`src/rtl/rst_seq_pkg.sv`:
```
// -----------------------------------------------------------------------------
// rst_seq_pkg
// Shared definitions for the reset release sequencer.
//  - STATE_W      : width of the sequencer state / SEQ_STATE debug output
//  - ST_ASSERT    : all domains held in reset, first hold interval running
//  - ST_RELEASE   : domains being released one per hold interval
//  - ST_RUN       : every domain released, SEQ_DONE high
//  - ST_SOFT      : soft reset in progress (only reachable with RST_SEQ_SOFT_EN)
// The numeric codes are what software/benches see on SEQ_STATE, so they are
// fixed here rather than left to the enum's default numbering.
// -----------------------------------------------------------------------------
package rst_seq_pkg;

    localparam int STATE_W = 2;

    localparam logic [STATE_W-1:0] ST_ASSERT  = 2'd0;
    localparam logic [STATE_W-1:0] ST_RELEASE = 2'd1;
    localparam logic [STATE_W-1:0] ST_RUN     = 2'd2;
    localparam logic [STATE_W-1:0] ST_SOFT    = 2'd3;

    typedef enum logic [STATE_W-1:0] {
        S_ASSERT  = ST_ASSERT,
        S_RELEASE = ST_RELEASE,
        S_RUN     = ST_RUN,
        S_SOFT    = ST_SOFT
    } seq_state_e;

    // Width of the domain index register; at least one bit even for a
    // single domain so the register is never zero-width.
    function automatic int idx_width(input int num_domains);
        return (num_domains > 1) ? $clog2(num_domains) : 1;
    endfunction

endpackage

```
`src/rtl/rst_release_seq_if.sv`:
```
// -----------------------------------------------------------------------------
// rst_release_seq_if
// Groups the sequencer's handshake and reset outputs.
//  SOFT_RST_REQ  soft-reset request, level          (master -> slave)
//  SOFT_RST_ACK  soft-reset acknowledge, level      (slave  -> master)
//  DOM_RST_N     per-domain active-low resets       (slave  -> master)
//  SEQ_DONE      all domains released               (slave  -> master)
//  SEQ_STATE     sequencer state, debug             (slave  -> master)
// The sequencer (rst_release_seq) connects through the slave modport; whoever
// requests soft resets and observes the domain resets uses the master modport.
// -----------------------------------------------------------------------------
interface rst_release_seq_if
    import rst_seq_pkg::*;
#(
    parameter int NUM_DOMAINS = 4
);

    logic                   SOFT_RST_REQ;
    logic                   SOFT_RST_ACK;
    logic [NUM_DOMAINS-1:0] DOM_RST_N;
    logic                   SEQ_DONE;
    logic [STATE_W-1:0]     SEQ_STATE;

    modport master (
        output SOFT_RST_REQ,
        input  SOFT_RST_ACK,
        input  DOM_RST_N,
        input  SEQ_DONE,
        input  SEQ_STATE
    );

    modport slave (
        input  SOFT_RST_REQ,
        output SOFT_RST_ACK,
        output DOM_RST_N,
        output SEQ_DONE,
        output SEQ_STATE
    );

endinterface

```
`src/rtl/rst_seq_hold_cnt.sv`:
```
// -----------------------------------------------------------------------------
// rst_seq_hold_cnt
// Hold-interval counter for the reset release sequencer.
//  clk  in   clock, rising edge
//  clr  in   synchronous clear (highest priority)
//  en   in   count enable
//  tc   out  terminal count: cnt == HOLD_CYCLES-1 (combinational from cnt)
// HOLD_CYCLES must not exceed 2**CNT_W so the terminal value is representable;
// the owner clears the counter on tc, so it never wraps.
// -----------------------------------------------------------------------------
module rst_seq_hold_cnt #(
    parameter int HOLD_CYCLES = 16,
    parameter int CNT_W       = 8
) (
    input  logic clk,
    input  logic clr,
    input  logic en,
    output logic tc
);

    logic [CNT_W-1:0] cnt;

    // Clear dominates enable so a terminal-count clear and a count request on
    // the same edge always leave the counter at zero.
    always_ff @(posedge clk) begin
        if (clr) begin
            cnt <= '0;
        end else if (en) begin
            cnt <= cnt + 1'b1;
        end
    end

    assign tc = (cnt == CNT_W'(HOLD_CYCLES - 1));

endmodule

```
`src/rtl/rst_release_seq.sv`:
```
// -----------------------------------------------------------------------------
// rst_release_seq
// Reset release sequencer. Fed by the reset synchronizer's output on RST, it
// holds every domain in reset for one hold interval, then releases the domain
// resets one at a time (index 0 first), HOLD_CYCLES apart, and finally raises
// SEQ_DONE together with the last domain.
//
// Ports
//  CLK      in   single clock, rising edge
//  RST      in   synchronous active-high reset, wins over everything
//  seq_if   slave modport of rst_release_seq_if:
//             SOFT_RST_REQ in, SOFT_RST_ACK out, DOM_RST_N out (registered),
//             SEQ_DONE out (registered), SEQ_STATE out (state register)
//
// Parameters
//  NUM_DOMAINS  number of sequenced domains (>=1)
//  HOLD_CYCLES  clock cycles per hold interval (>=1)
//  CNT_W        hold counter width, HOLD_CYCLES <= 2**CNT_W
//
// Configuration
//  RST_SEQ_SOFT_EN  when defined, a soft-reset request seen in RUN drops all
//                   domains, acknowledges, and re-runs the full sequence once
//                   the request is withdrawn. When undefined, the request is
//                   ignored and SOFT_RST_ACK is tied low; ports are identical.
// -----------------------------------------------------------------------------
module rst_release_seq
    import rst_seq_pkg::*;
#(
    parameter int NUM_DOMAINS = 4,
    parameter int HOLD_CYCLES = 16,
    parameter int CNT_W       = 8
) (
    input  logic                    CLK,
    input  logic                    RST,
    rst_release_seq_if.slave        seq_if
);

    localparam int IDX_W = idx_width(NUM_DOMAINS);
    localparam logic [IDX_W-1:0] LAST_IDX = IDX_W'(NUM_DOMAINS - 1);

    seq_state_e             state;
    logic [IDX_W-1:0]       idx;
    logic [NUM_DOMAINS-1:0] dom_rst_n;
    logic                   seq_done;
    logic                   counting;
    logic                   hold_tc;

    // The hold counter only runs while a hold interval is in progress; in RUN,
    // SOFT and under reset it is parked at zero so every fresh interval
    // (including the one after a soft reset) starts from a clean count.
    assign counting = (state == S_ASSERT) || (state == S_RELEASE);

    rst_seq_hold_cnt #(
        .HOLD_CYCLES (HOLD_CYCLES),
        .CNT_W       (CNT_W)
    ) u_hold_cnt (
        .clk (CLK),
        .clr (RST || !counting || hold_tc),
        .en  (counting),
        .tc  (hold_tc)
    );

`ifdef RST_SEQ_SOFT_EN
    logic soft_ack;

    // Sequencer FSM with the soft-reset handshake. The request is only looked
    // at in RUN, so a request raised mid-sequence is simply taken one edge
    // after RUN is reached. Leaving SOFT behaves like a reset edge: the next
    // edge is the first edge of a brand-new ASSERT interval.
    always_ff @(posedge CLK) begin
        if (RST) begin
            state     <= S_ASSERT;
            dom_rst_n <= '0;
            seq_done  <= 1'b0;
            soft_ack  <= 1'b0;
            idx       <= '0;
        end else begin
            case (state)
                S_ASSERT: begin
                    if (hold_tc) begin
                        state <= S_RELEASE;
                    end
                end
                S_RELEASE: begin
                    if (hold_tc) begin
                        dom_rst_n[idx] <= 1'b1;
                        if (idx == LAST_IDX) begin
                            state    <= S_RUN;
                            seq_done <= 1'b1;
                        end else begin
                            idx <= idx + 1'b1;
                        end
                    end
                end
                S_RUN: begin
                    if (seq_if.SOFT_RST_REQ) begin
                        state     <= S_SOFT;
                        dom_rst_n <= '0;
                        seq_done  <= 1'b0;
                        soft_ack  <= 1'b1;
                    end
                end
                S_SOFT: begin
                    if (!seq_if.SOFT_RST_REQ) begin
                        state    <= S_ASSERT;
                        soft_ack <= 1'b0;
                        idx      <= '0;
                    end
                end
                default: begin
                    state <= S_ASSERT;
                end
            endcase
        end
    end

    assign seq_if.SOFT_RST_ACK = soft_ack;
`else
    logic unused_soft_req;

    assign unused_soft_req = seq_if.SOFT_RST_REQ;

    // Sequencer FSM without soft reset: once RUN is reached only RST can
    // restart the sequence. SOFT is never entered; should the state register
    // ever hold it anyway, fall back to ASSERT.
    always_ff @(posedge CLK) begin
        if (RST) begin
            state     <= S_ASSERT;
            dom_rst_n <= '0;
            seq_done  <= 1'b0;
            idx       <= '0;
        end else begin
            case (state)
                S_ASSERT: begin
                    if (hold_tc) begin
                        state <= S_RELEASE;
                    end
                end
                S_RELEASE: begin
                    if (hold_tc) begin
                        dom_rst_n[idx] <= 1'b1;
                        if (idx == LAST_IDX) begin
                            state    <= S_RUN;
                            seq_done <= 1'b1;
                        end else begin
                            idx <= idx + 1'b1;
                        end
                    end
                end
                S_RUN: begin
                    state <= S_RUN;
                end
                default: begin
                    state <= S_ASSERT;
                end
            endcase
        end
    end

    assign seq_if.SOFT_RST_ACK = 1'b0;
`endif

    assign seq_if.DOM_RST_N = dom_rst_n;
    assign seq_if.SEQ_DONE  = seq_done;
    assign seq_if.SEQ_STATE = state;

endmodule

```
`src/flat_wrapper.sv`:
```
// flat-port wrapper written by rule: the top's interface ports become plain ports
module rst_release_seq_flat import rst_seq_pkg::*;
#(
    parameter int NUM_DOMAINS = 4,
    parameter int HOLD_CYCLES = 16,
    parameter int CNT_W       = 8
)
  (CLK, RST, seq_if_SOFT_RST_REQ, seq_if_SOFT_RST_ACK, seq_if_DOM_RST_N, seq_if_SEQ_DONE, seq_if_SEQ_STATE);
  rst_release_seq_if #(.NUM_DOMAINS(NUM_DOMAINS)) seq_if_i ();
  input  logic CLK;
  input  logic RST;
  input wire logic [$bits(seq_if_i.SOFT_RST_REQ)-1:0] seq_if_SOFT_RST_REQ;
  output wire logic [$bits(seq_if_i.SOFT_RST_ACK)-1:0] seq_if_SOFT_RST_ACK;
  output wire logic [$bits(seq_if_i.DOM_RST_N)-1:0] seq_if_DOM_RST_N;
  output wire logic [$bits(seq_if_i.SEQ_DONE)-1:0] seq_if_SEQ_DONE;
  output wire logic [$bits(seq_if_i.SEQ_STATE)-1:0] seq_if_SEQ_STATE;
  assign seq_if_i.SOFT_RST_REQ = seq_if_SOFT_RST_REQ;
  assign seq_if_SOFT_RST_ACK = seq_if_i.SOFT_RST_ACK;
  assign seq_if_DOM_RST_N = seq_if_i.DOM_RST_N;
  assign seq_if_SEQ_DONE = seq_if_i.SEQ_DONE;
  assign seq_if_SEQ_STATE = seq_if_i.SEQ_STATE;
  rst_release_seq #(.NUM_DOMAINS(NUM_DOMAINS), .HOLD_CYCLES(HOLD_CYCLES), .CNT_W(CNT_W)) u_core (.CLK(CLK), .RST(RST), .seq_if(seq_if_i));
endmodule
```
`config.mk`:
```
export PLATFORM = sky130hd
export DESIGN_NAME = rst_release_seq_flat
export DESIGN_NICKNAME = d
export VERILOG_FILES = /design/src/rtl/rst_seq_pkg.sv /design/src/rtl/rst_release_seq_if.sv /design/src/rtl/rst_seq_hold_cnt.sv /design/src/rtl/rst_release_seq.sv /design/src/flat_wrapper.sv
export SDC_FILE = /design/constraint.sdc
export NUM_CORES = 1
export LEC_CHECK = 0
export ABC_CLOCK_PERIOD_IN_PS = 2700
export CAP_MARGIN = 10
export CORE_MARGIN = 10
export CORE_UTILIZATION = 50
export CTS_CLUSTER_DIAMETER = 40
export CTS_CLUSTER_SIZE = 14
export DETAILED_ROUTE_END_ITERATION = 7
export PLACE_DENSITY = 0.73
export REMOVE_ABC_BUFFERS = 1
export SYNTH_ARGS = -nofsm -noshare
export SYNTH_HDL_FRONTEND = slang
export SYNTH_SLANG_ARGS = --single-unit
```
`constraint.sdc`:
```
create_clock -name CLK -period 2.7 [get_ports CLK]
set_input_delay 0.54 -clock CLK [delete_from_list [all_inputs] [get_ports CLK]]
set_output_delay 0.54 -clock CLK [all_outputs]
set_load 0.03 [all_outputs]
```
* Word-level counts from Yosys, hierarchy flattened
Index checks and enable logic that the tools add are counted.
Word-level totals: register bits after elaboration 17, input port bits 3, output and inout bits 8, word-level logic and storage cells 34
Operators by class: $add $sub $neg 2, order comparisons 2, equality and inequality tests 7, muxes and demuxes 6, bitwise gates (word level) 2, reductions and logical operators 10
Operators with widths (number):
- $reduce_and 3->1 | 3
- $add 8x1->8 const B | 1
- $eq 8x4->1 const B | 1
- $mux 2 | 3
- $pmux 2 s3 | 1
- $eq 2x2->1 const B | 2
- $ne 2x1->1 const B | 2
- $or 4x4->4 | 1
- $logic_or 1x1->1 | 3
- $lt 2x3->1 const B | 1
- $add 2x1->2 const B | 1
- $demux 1 s2 | 1
- $eq 2x1->1 const B | 1
- $ge 2x1->1 const B | 1
- $logic_not 2->1 | 1
- $ne 2x2->1 const B | 1
- $reduce_and 2->1 | 1
- $logic_and 1x1->1 | 1
- $logic_not 1->1 | 1
- $mux 1 | 1
- $not 1->1 | 1

* Depth between registers and ports, before layout
Gate-level depths: netlist (run 1).
word-level depth 5, gate-level depth with buffers 6

* By module
Synthesis (run 1) repeated with hierarchy kept, for this count alone.
Unflattened totals: cells, all modules 88, area, all modules 847.1 µm²
Modules (own cells, without submodules):
- rst_release_seq | times used 1, cells each 51, area each 506.7 µm², sequential area each 180.2 µm²
- rst_seq_hold_cnt | times used 1, cells each 37, area each 340.3 µm², sequential area each 160.2 µm²

* Worst setup path before layout (run 1)
Ideal clock, no wire load.
kind register to register, start reg u_core.state[1] (netlist: u_core.seq_if.SEQ_STATE[1]), end reg u_core.state[1] (netlist: u_core.seq_if.SEQ_STATE[1]), arrival 1.630 ns, data required time 2.618 ns, slack 0.988 ns, stages on the path, launching flop included 7, path buffers 1, period minus slack after synthesis 1.712 ns, cells stage by stage dfxtp_1 -> inv_1 -> ha_1 -> buf_2 -> or3b_2 -> a21o_1 -> o221ai_1
On the way: word-level cells in the longest chain between the ends 3, elaborated cells on any way between the ends 8
Ends and longest elaborated chain:
- start: declaration | line rst_release_seq.sv:41 | seq_state_e state;
- start signal: assignment | line rst_release_seq.sv:128 | state <= S_ASSERT;
- start signal: assignment | line rst_release_seq.sv:136 | state <= S_RELEASE;
- start signal: assignment | line rst_release_seq.sv:143 | state <= S_RUN;
- $eq 2x1->1 / $logic_not 2->1 (equally long branches) | line rst_release_seq.sv:133 | case (state)
- $ne 2x1->1 (no source line) / $ne 2x2->1 (equally long branches)
- $reduce_and 3->1 (no source line)
Several ways; a longest one is shown, not always the timed one. A chain may end at the register's enable or synchronous reset.

* Worst setup path after layout (run 1)
start reg u_core.state[0] (netlist: u_core.seq_if.SEQ_STATE[0]), end out seq_if_SEQ_STATE[0]
RTL lines:
- end: declaration | line flat_wrapper.sv:16 | output wire logic [$bits(seq_if_i.SEQ_STATE)-1:0] seq_if_SEQ_STATE;
No word-level cell between the ends.

==> impl_metrics.yaml, run 1 <==
power_and_ir_drop:
  power_density_nw_per_um2: 436
  finalPower_uw: 417
  ir_worst_vdd_mv: 0.263
  power_leakage_nw: 0.333
critical_path:
  worstPathRequired_ns: 2.16
  reg2reg_from: "u_core.u_hold_cnt.cnt[0]"
  crit_buf_inv: 1
  cp.depth: 1
  critPathCapture: "seq_if_SEQ_STATE[0]"
  critPathTopFamily: "buffers and inverters"
  cp_slowest_cell: "clkdlybuf4s50_1"
  path_cells: "clkdlybuf4s50_1"
  cp-startpoint: "u_core.seq_if.SEQ_STATE[0]"
  rr_worst_depth: 4
  crit_type: "register to output pin"
  slowest_delay_ns: 0.69
  worst_setup_path_end_kind: "output pin"
  r2r-end: "u_core.idx[0]"
  ff2ff_setup_slack_ns: 0.97
  worstPathArrival_ns: 1.36
  crit_fanout: 4
  startpoint_type: "register"
yosys:
  synth_edf_count: 0
  syn-cell-area_sq_um: 847
  seq_area_frac_synth_pct: 40.2
  synth-main-ff-cell: "dfxtp_1"
  synth_common_cells: "dfxtp_1 (17), nor2_1 (9), ha_1 (7), inv_1 (7), a21oi_1 (6)"
  syn_inst: 90
  synth_top_area_cell: "dfxtp_1"
  ys_warn_count: 0
  ys_ff_latch: 17
  async_flop_share_pct: 0
  syn_area_per_cell_sq_um: 9.41
  synth_area_leaders: "dfxtp_1 (40%), ha_1 (10%), nor2_1 (4.0%), a21oi_1 (3.5%), inv_1 (3.1%)"
  synthMostInstantiatedCell: "dfxtp_1"
  synth.top_cell.area_share_pct: 40.2
  ys_types: 36
min_path:
  hp-class: "register to register"
job:
  maxCapViolations: 0
grt:
  gr-total-overflow: 0
  antenna_found_initial: 0
  grt_max_degree: 12
  grt_usage_pct: 10.2
  grt_pass1_wl_um: 2840
  grt_pass1_vias: 660
route:
  drcViolationCount: 0
  vias_per_cell: 5.74
  drt-total-wl_um: 1630
  dr.first_iter.drc_count: 7
  firstDrtPassIters: 4
  wire_per_inst_um: 14.2
  num_vias: 660
  antenna_left: 0
timing:
  fin_ws_ns: 0.796
  final.setup_skew_ns: 0.00357
  tns_ns: 0
  hold_viol: 0
  fmax_ghz: 0.525
  setup_violations: 0
  min_period_ns: 1.90
  slew_viol_final: 0
  rsz0062_at_grt: "false"
  post-route-period-util_pct: 70.5
clock_tree:
  clk_pin_slew_ns: 0.10
  htreeDepth: 1
  cts_tree: "done"
  post-cts-setup-buffers: 0
  cts_resized: 0
  cts.sinks: 17
  cts_buffers: 3
  cts_hold_buf: 0
  worst_skew_pair.late_latency_ns: 0.29
  cts_buffer_depth: 2
  cts_root_buf: "clkbuf_4"
floorplanning:
  die_y_um: 61.2
  initial_utilization_pct: 54.3
  row_count: 14
  pin_count: 11
  die_w_um: 61.2
  coreArea_sq_um: 1560
  dieArea_sq_um: 3740
run_status:
  outcome: "complete, no violations"
placed_design:
  place_area_sq_um: 927
  dpl_worst_slack_ns: 0.939
  place.gp.congestion: 0.727
  io_buffers: 8
  hpwl_um: 1160
final_layout:
  drive_above_1_share_pct: 11.1
  post-route-util_pct: 61.2
  syn2layout_area_growth_pct: 12.7
  final_nets: 110
  final_area_sq_um: 955
  n_antenna_cell: 0
cell families after synthesis:
family          count (synthesis)  synth area share (%)
flops                          17                  40.2
compound gates                 19                  14.9
xor+xnor                        2                  2.07
other cells                     1                 0.443
fa+ha+maj                       7                  10.3
buf+inv                        11                  6.35
simple gates                   31                  22.7
mux                             2                  2.95
sequential cells by signal (all words and copies together), names as in the netlist:
register / count
u_core.u_hold_cnt.cnt: 8
u_core.seq_if.DOM_RST_N: 4
u_core.idx: 2
u_core.seq_if.SEQ_STATE: 2
u_core.seq_if.SEQ_DONE: 1
how the worst min path moves through the flow:
stage / start / end / slack (ns) / depth (start not counted)
2_1_floorplan: u_core.u_hold_cnt.cnt[0] / u_core.u_hold_cnt.cnt[0] / 0.43 / 1
3_3_place_gp: u_core.seq_if.SEQ_DONE / u_core.seq_if.SEQ_DONE / 0.43 / 2
3_5_place_dp: u_core.seq_if.SEQ_DONE / u_core.seq_if.SEQ_DONE / 0.44 / 2
4_1_cts: u_core.seq_if.SEQ_DONE / u_core.seq_if.SEQ_DONE / 0.46 / 2
5_1_grt: u_core.seq_if.SEQ_DONE / u_core.seq_if.SEQ_DONE / 0.48 / 2
6_report: u_core.seq_if.SEQ_DONE / u_core.seq_if.SEQ_DONE / 0.46 / 2
final cells by class:
cell class                      instances  area [sq um]
Sequential cell                        17           340
Multi-Input combinational cell         62           453
Tap cell                               16          20.0
Timing Repair Buffer                    9          87.6
Clock buffer                            3          22.5
Fill cell                             149           604
Inverter                                7          26.3
Clock inverter                          1          5.00
metrics by stage:
stage | cells | hold slack [ns]
3_5_place_dp | 111 | 0.440
4_1_cts | 115 | 0.456
2_1_floorplan | 86 | 0.430
6_report | 115 | 0.456
3_3_place_gp | 111 | 0.434
5_1_grt | 115 | 0.483
per-layer routing:
metal	routed length, um	track usage (%)	vias up	part of all wire [%]
li1	-	-	335	-
met1	757	12.0	306	46
met2	745	15.7	15	46
met3	99	3.09	4	6.1
met4	26	6.84	0	1.6
met5	0	0	-	0
cell usage in the layout, fill, tap and decap left out, types with 2 or more instances in the layout:
cell             Yosys  routed
nor2_1               9       9
o21ai_0              3       3
nand3_1              2       2
inv_1                7       7
nand2_1              3       3
clkdlybuf4s50_1      0       8
or3_1                3       3
dfxtp_1             17      17
nand2b_1             3       3
ha_1                 7       7
clkbuf_4             0       3
nand3b_1             2       2
a21oi_1              6       6
a41oi_1              3       3
nand4_1              2       2
report_power, final:
part           internal [mW]  leakage, nW  switching [mW]  total, mW
registers              0.255        0.138         0.00420      0.259
clock network         0.0552       0.0177          0.0840      0.139
logic                0.00805        0.177          0.0105     0.0186
total                  0.318        0.333          0.0987      0.417
Note: power is estimated with default switching activity, not from simulation.
==> run 2: changes to the inputs <==
--- a/config.mk
+++ b/config.mk
@@ -5,7 +5,7 @@
 export SDC_FILE = /design/constraint.sdc
 export NUM_CORES = 1
 export LEC_CHECK = 0
-export ABC_CLOCK_PERIOD_IN_PS = 2700
+export ABC_CLOCK_PERIOD_IN_PS = 1940
 export CAP_MARGIN = 10
 export CORE_MARGIN = 10
 export CORE_UTILIZATION = 50
==> constraint.sdc (replaced) <==
create_clock -name CLK -period 1.94 [get_ports CLK]
set_input_delay 0.388 -clock CLK [delete_from_list [all_inputs] [get_ports CLK]]
set_output_delay 0.388 -clock CLK [all_outputs]
set_load 0.03 [all_outputs]
==> run 2 against run 1 <==
Sequential share of layout area shrank 0.55 points. Register-to-register slack got worse by 0.70 ns. Cell area is 1.6% higher. Core utilization rose by 0.96 points. Highest routed layer unchanged. Routed wire length rose by 1.2%.
==> impl_metrics.yaml, run 2 (synthesized netlist as in run 1, its figures left out) <==
run_status:
  outcome: "complete, no violations"
grt:
  grt_max_degree: 12
  grt_pass1_wl_um: 3010
  antenna_found_initial: 0
  grt_pass1_vias: 685
  gr-total-overflow: 0
  grt_usage_pct: 10.6
clock_tree:
  cts.sinks: 17
  worst_skew_pair.late_latency_ns: 0.29
  cts_buffer_depth: 2
  cts_hold_buf: 0
  cts_resized: 0
  htreeDepth: 1
  clk_pin_slew_ns: 0.10
  cts_tree: "done"
  post-cts-setup-buffers: 0
  cts_root_buf: "clkbuf_4"
  cts_buffers: 3
critical_path:
  r2r-end: "u_core.u_hold_cnt.cnt[7]"
  reg2reg_from: "u_core.seq_if.SEQ_STATE[1]"
  rr_worst_depth: 5
  critPathTopFamily: "buffers and inverters"
  crit_buf_inv: 1
  startpoint_type: "register"
  cp_slowest_cell: "clkdlybuf4s50_1"
  path_cells: "clkdlybuf4s50_1"
  slowest_delay_ns: 0.69
  crit_type: "register to output pin"
  worstPathRequired_ns: 1.55
  worstPathArrival_ns: 1.39
  crit_fanout: 4
  ff2ff_setup_slack_ns: 0.27
  worst_setup_path_end_kind: "output pin"
power_and_ir_drop:
  p_int_uw: 444
  seq_power_share_pct: 61.8
  clock_power_share_pct: 33.3
  ir_worst_vdd_mv: 0.490
  p_sw_uw: 139
  finalPower_uw: 583
  combPwrFrac_pct: 4.9
  power_leakage_nw: 0.343
  power_density_nw_per_um2: 601
  sw_frac_of_total_pct: 23.8
timing:
  fmax_ghz: 0.563
  rsz0062_at_grt: "false"
  final.setup_skew_ns: 0.00393
  slew_viol_final: 0
  setup_violations: 0
  post-route-period-util_pct: 91.5
  tns_ns: 0
  hold_viol: 0
  min_period_ns: 1.78
  fin_ws_ns: 0.165
min_path:
  hold_end: "u_core.seq_if.SEQ_DONE"
  min_path_cells: 2
  hp-class: "register to register"
  worstHoldStart: "u_core.seq_if.SEQ_DONE"
final_layout:
  final_nets: 112
  multi_input_area_sq_um: 453
  fin_cells: 117
  final_area_sq_um: 970
  largest_register_ffs: 8
  fillerInstances: 130
  ff_latch_area_sq_um: 340
  drive_above_1_share_pct: 12.9
  n_antenna_cell: 0
  regMostFlops: "u_core.u_hold_cnt.cnt"
  syn2layout_area_growth_pct: 14.5
  layout_commonest_cell: "dfxtp_1"
  mostFrequentLayoutCells: "dfxtp_1 (17), nor2_1 (9), clkdlybuf4s50_1 (8)"
route:
  drt-total-wl_um: 1650
  wire_per_inst_um: 14.1
  firstDrtPassIters: 4
  vias_per_cell: 5.78
  dr.first_iter.drc_count: 14
  drcViolationCount: 0
  num_vias: 676
  antenna_left: 0
placed_design:
  hpwl_um: 1240
  place.gp.congestion: 0.740
  place_inst: 113
  dpl_worst_slack_ns: 0.304
  place_area_sq_um: 942
  io_buffers: 8
job:
  maxCapViolations: 0
floorplanning:
  dieArea_sq_um: 3740
  die_w_um: 61.2
  pin_count: 11
  coreArea_sq_um: 1560
  initial_utilization_pct: 54.3
  die_y_um: 61.2
  row_count: 14
[run 2: cell count changes in the layout (fill, tap and decap cells not counted), sizes merged]
| cell | change |
|---|---|
| buf | +2 |
[run 2: area by class of cell]
cell class                 instances  area share [%]
tap                               16            2.06
clock buffer                       3            2.32
multi-input combinational         62            46.7
sequential                        17            35.1
timing repair buffer              11            10.6
clock inverter                     1           0.516
inverter                           7            2.71
[run 2: stage by stage]
stage | util (%) | hold WS, ns
detailed placement | 60.4 | 0.440
CTS | 62.2 | 0.454
finish | 62.2 | 0.457
floorplan | - | 0.430
global placement | 60.4 | 0.435
global route | 62.2 | 0.484
[run 2: worst max path at each step]
| stage | cells after the start | startpoint | end |
|---|---|---|---|
| final | 1 | u_core.seq_if.SEQ_STATE[0] | seq_if_SEQ_STATE[0] |
| after detailed placement | 5 | u_core.seq_if.SEQ_STATE[1] | u_core.u_hold_cnt.cnt[7] |
| after floorplan | 5 | u_core.seq_if.SEQ_STATE[1] | u_core.seq_if.SEQ_STATE[1] |
| after global routing | 1 | u_core.seq_if.SEQ_STATE[0] | seq_if_SEQ_STATE[0] |
| after CTS | 1 | u_core.seq_if.SEQ_STATE[0] | seq_if_SEQ_STATE[0] |
| after global placement | 5 | u_core.seq_if.SEQ_STATE[1] | u_core.u_hold_cnt.cnt[7] |
[run 2: power groups by stage]
stage               Clock (mW)  Sequential, mW  Combinational, mW
floorplan                    0           0.367             0.0169
global placement             0           0.368             0.0270
detailed placement           0           0.368             0.0287
CTS                      0.200           0.360             0.0287
global route             0.212           0.361             0.0331
finish                   0.194           0.360             0.0284
[run 2: routing by layer]
| layer | GRT usage, % | wire, um |
|---|---|---|
| met1 | 12.1 | 810 |
| met2 | 16.7 | 718 |
| met3 | 4.12 | 86 |
| met4 | 5.86 | 34 |
| met5 | 0 | 0 |
==> run 3: changes to the inputs <==
--- a/config.mk
+++ b/config.mk
@@ -5,7 +5,7 @@
 export SDC_FILE = /design/constraint.sdc
 export NUM_CORES = 1
 export LEC_CHECK = 0
-export ABC_CLOCK_PERIOD_IN_PS = 1940
+export ABC_CLOCK_PERIOD_IN_PS = 1700
 export CAP_MARGIN = 10
 export CORE_MARGIN = 10
 export CORE_UTILIZATION = 50
==> constraint.sdc (replaced) <==
create_clock -name CLK -period 1.7 [get_ports CLK]
set_input_delay 0.34 -clock CLK [delete_from_list [all_inputs] [get_ports CLK]]
set_output_delay 0.34 -clock CLK [all_outputs]
set_load 0.03 [all_outputs]
==> run 3 against run 2 <==
Via count rose by 2.5%. Clock power is 13% higher. Final cell count grew 1.7%. Critical path type unchanged. Largest cell class unchanged.
==> impl_metrics.yaml, run 3 (synthesized netlist as in run 1, its figures left out) <==
floorplanning:
  die_y_um: 61.2
  row_count: 14
  coreArea_sq_um: 1560
  dieArea_sq_um: 3740
  initial_utilization_pct: 54.3
  pin_count: 11
  die_w_um: 61.2
power_and_ir_drop:
  power_leakage_nw: 0.409
  power_density_nw_per_um2: 667
  finalPower_uw: 662
  ir_worst_vdd_mv: 0.489
timing:
  hold_viol: 0
  fmax_ghz: 0.604
  slew_viol_final: 0
  post-route-period-util_pct: 97.4
  tns_ns: 0
  min_period_ns: 1.66
  final.setup_skew_ns: 0.00324
  setup_violations: 0
  rsz0062_at_grt: "false"
grt:
  antenna_found_initial: 0
  grt_pass1_vias: 660
  grt_pass1_wl_um: 2870
  grt_max_degree: 12
  gr-total-overflow: 0
  grt_usage_pct: 10.3
critical_path:
  critPathTopFamily: "buffers and inverters"
  crit_buf_inv: 1
  path_cells: "clkdlybuf4s50_1"
  worst_setup_path_end_kind: "output pin"
  worstPathRequired_ns: 1.36
  slowest_delay_ns: 0.68
  worstPathArrival_ns: 1.32
  crit_fanout: 2
  startpoint_type: "register"
  crit_type: "register to output pin"
  cp_slowest_cell: "clkdlybuf4s50_1"
final_layout:
  drive_above_1_share_pct: 14.6
  syn2layout_area_growth_pct: 17.1
  largest_register_ffs: 8
  n_antenna_cell: 0
  regMostFlops: "u_core.u_hold_cnt.cnt"
  final_nets: 114
  mostFrequentLayoutCells: "dfxtp_1 (17), nor2_1 (9), inv_1 (7)"
  layout_commonest_cell: "dfxtp_1"
  fillerInstances: 120
placed_design:
  hpwl_um: 1230
  place.gp.congestion: 0.765
  io_buffers: 8
clock_tree:
  cts_buffers: 3
  cts_buffer_depth: 2
  clk_pin_slew_ns: 0.10
  cts_root_buf: "clkbuf_4"
  worst_skew_pair.late_latency_ns: 0.29
  post-cts-setup-buffers: 0
  cts.sinks: 17
  htreeDepth: 1
  cts_hold_buf: 0
  cts_tree: "done"
route:
  wire_per_inst_um: 13.9
  vias_per_cell: 5.82
  dr.first_iter.drc_count: 10
  num_vias: 693
  drt-total-wl_um: 1650
  antenna_left: 0
  firstDrtPassIters: 4
  drcViolationCount: 0
min_path:
  hp-class: "register to register"
job:
  maxCapViolations: 0
run_status:
  outcome: "complete, no violations"
-- run 3: cell count changes in the layout (fill, tap and decap cells not counted), sizes merged --
cell / change
dlymetal6s2s: +3
buf: +2
dlygate4sd2: +1
clkinv: -1
clkbuf: +1
clkdlybuf4s50: -4
-- run 3: worst paths after layout --
check	slack (ns)	cells after the start	start	end
setup reg to reg	0.20	4	u_core.u_hold_cnt.cnt[0]	u_core.idx[0]
hold / removal	0.46	2	u_core.seq_if.DOM_RST_N[3]	u_core.seq_if.DOM_RST_N[3]
setup / recovery	0.04	1	u_core.seq_if.SEQ_DONE	seq_if_SEQ_DONE
hold reg to reg	0.46	2	u_core.seq_if.DOM_RST_N[3]	u_core.seq_if.DOM_RST_N[3]
-- run 3: cell type report --
type	instances	area (sq um)	share of cell area, %
multi-input cells	62	455	45.9
inverters	7	26.3	2.65
repair buffers	13	124	12.5
flip-flops and latches	17	340	34.3
clock buffers	4	26.3	2.65
well taps	16	20.0	2.02
-- run 3: stage by stage --
step | setup slack [ns] | std cells | util, % | hold slack, ns | area [sq um]
5_1_grt | 0.0107 | 119 | 63.6 | 0.503 | 992
3_3_place_gp | 0.196 | 115 | 61.4 | 0.435 | 957
3_5_place_dp | 0.178 | 115 | 61.4 | 0.440 | 957
6_report | 0.0445 | 119 | 63.6 | 0.457 | 992
2_1_floorplan | 0.0328 | 86 | - | 0.409 | 820
4_1_cts | 0.0111 | 119 | 63.0 | 0.458 | 982
-- run 3: worst register-to-register path, delay by kind of cell, from the launching register on --
kind,cells,cell delay (ns)
simple gates,2,0.49
flops,1,0.39
mux,1,0.30
fa+ha+maj,1,0.23
-- run 3: report_power, final --
group	leakage (nW)	switching, mW	internal [mW]
logic	0.256	0.0177	0.0144
registers	0.138	0.00637	0.404
clock network	0.0150	0.128	0.0915
-- run 3: what timing repair did --
item | CTS | global route
endpoints found under the setup margin | 1 | 4
gates resized for setup | 1 | 4
endpoints found under the hold margin | 0 | 0
-- run 3: routing by layer --
layer  up-vias  routed length (um)  track usage, %
met5         -                   0               0
met3         5                  83            3.91
met2        15                 740            14.5
met4         0                  46            6.84
met1       331                 781            12.8
li1        342                   -               -
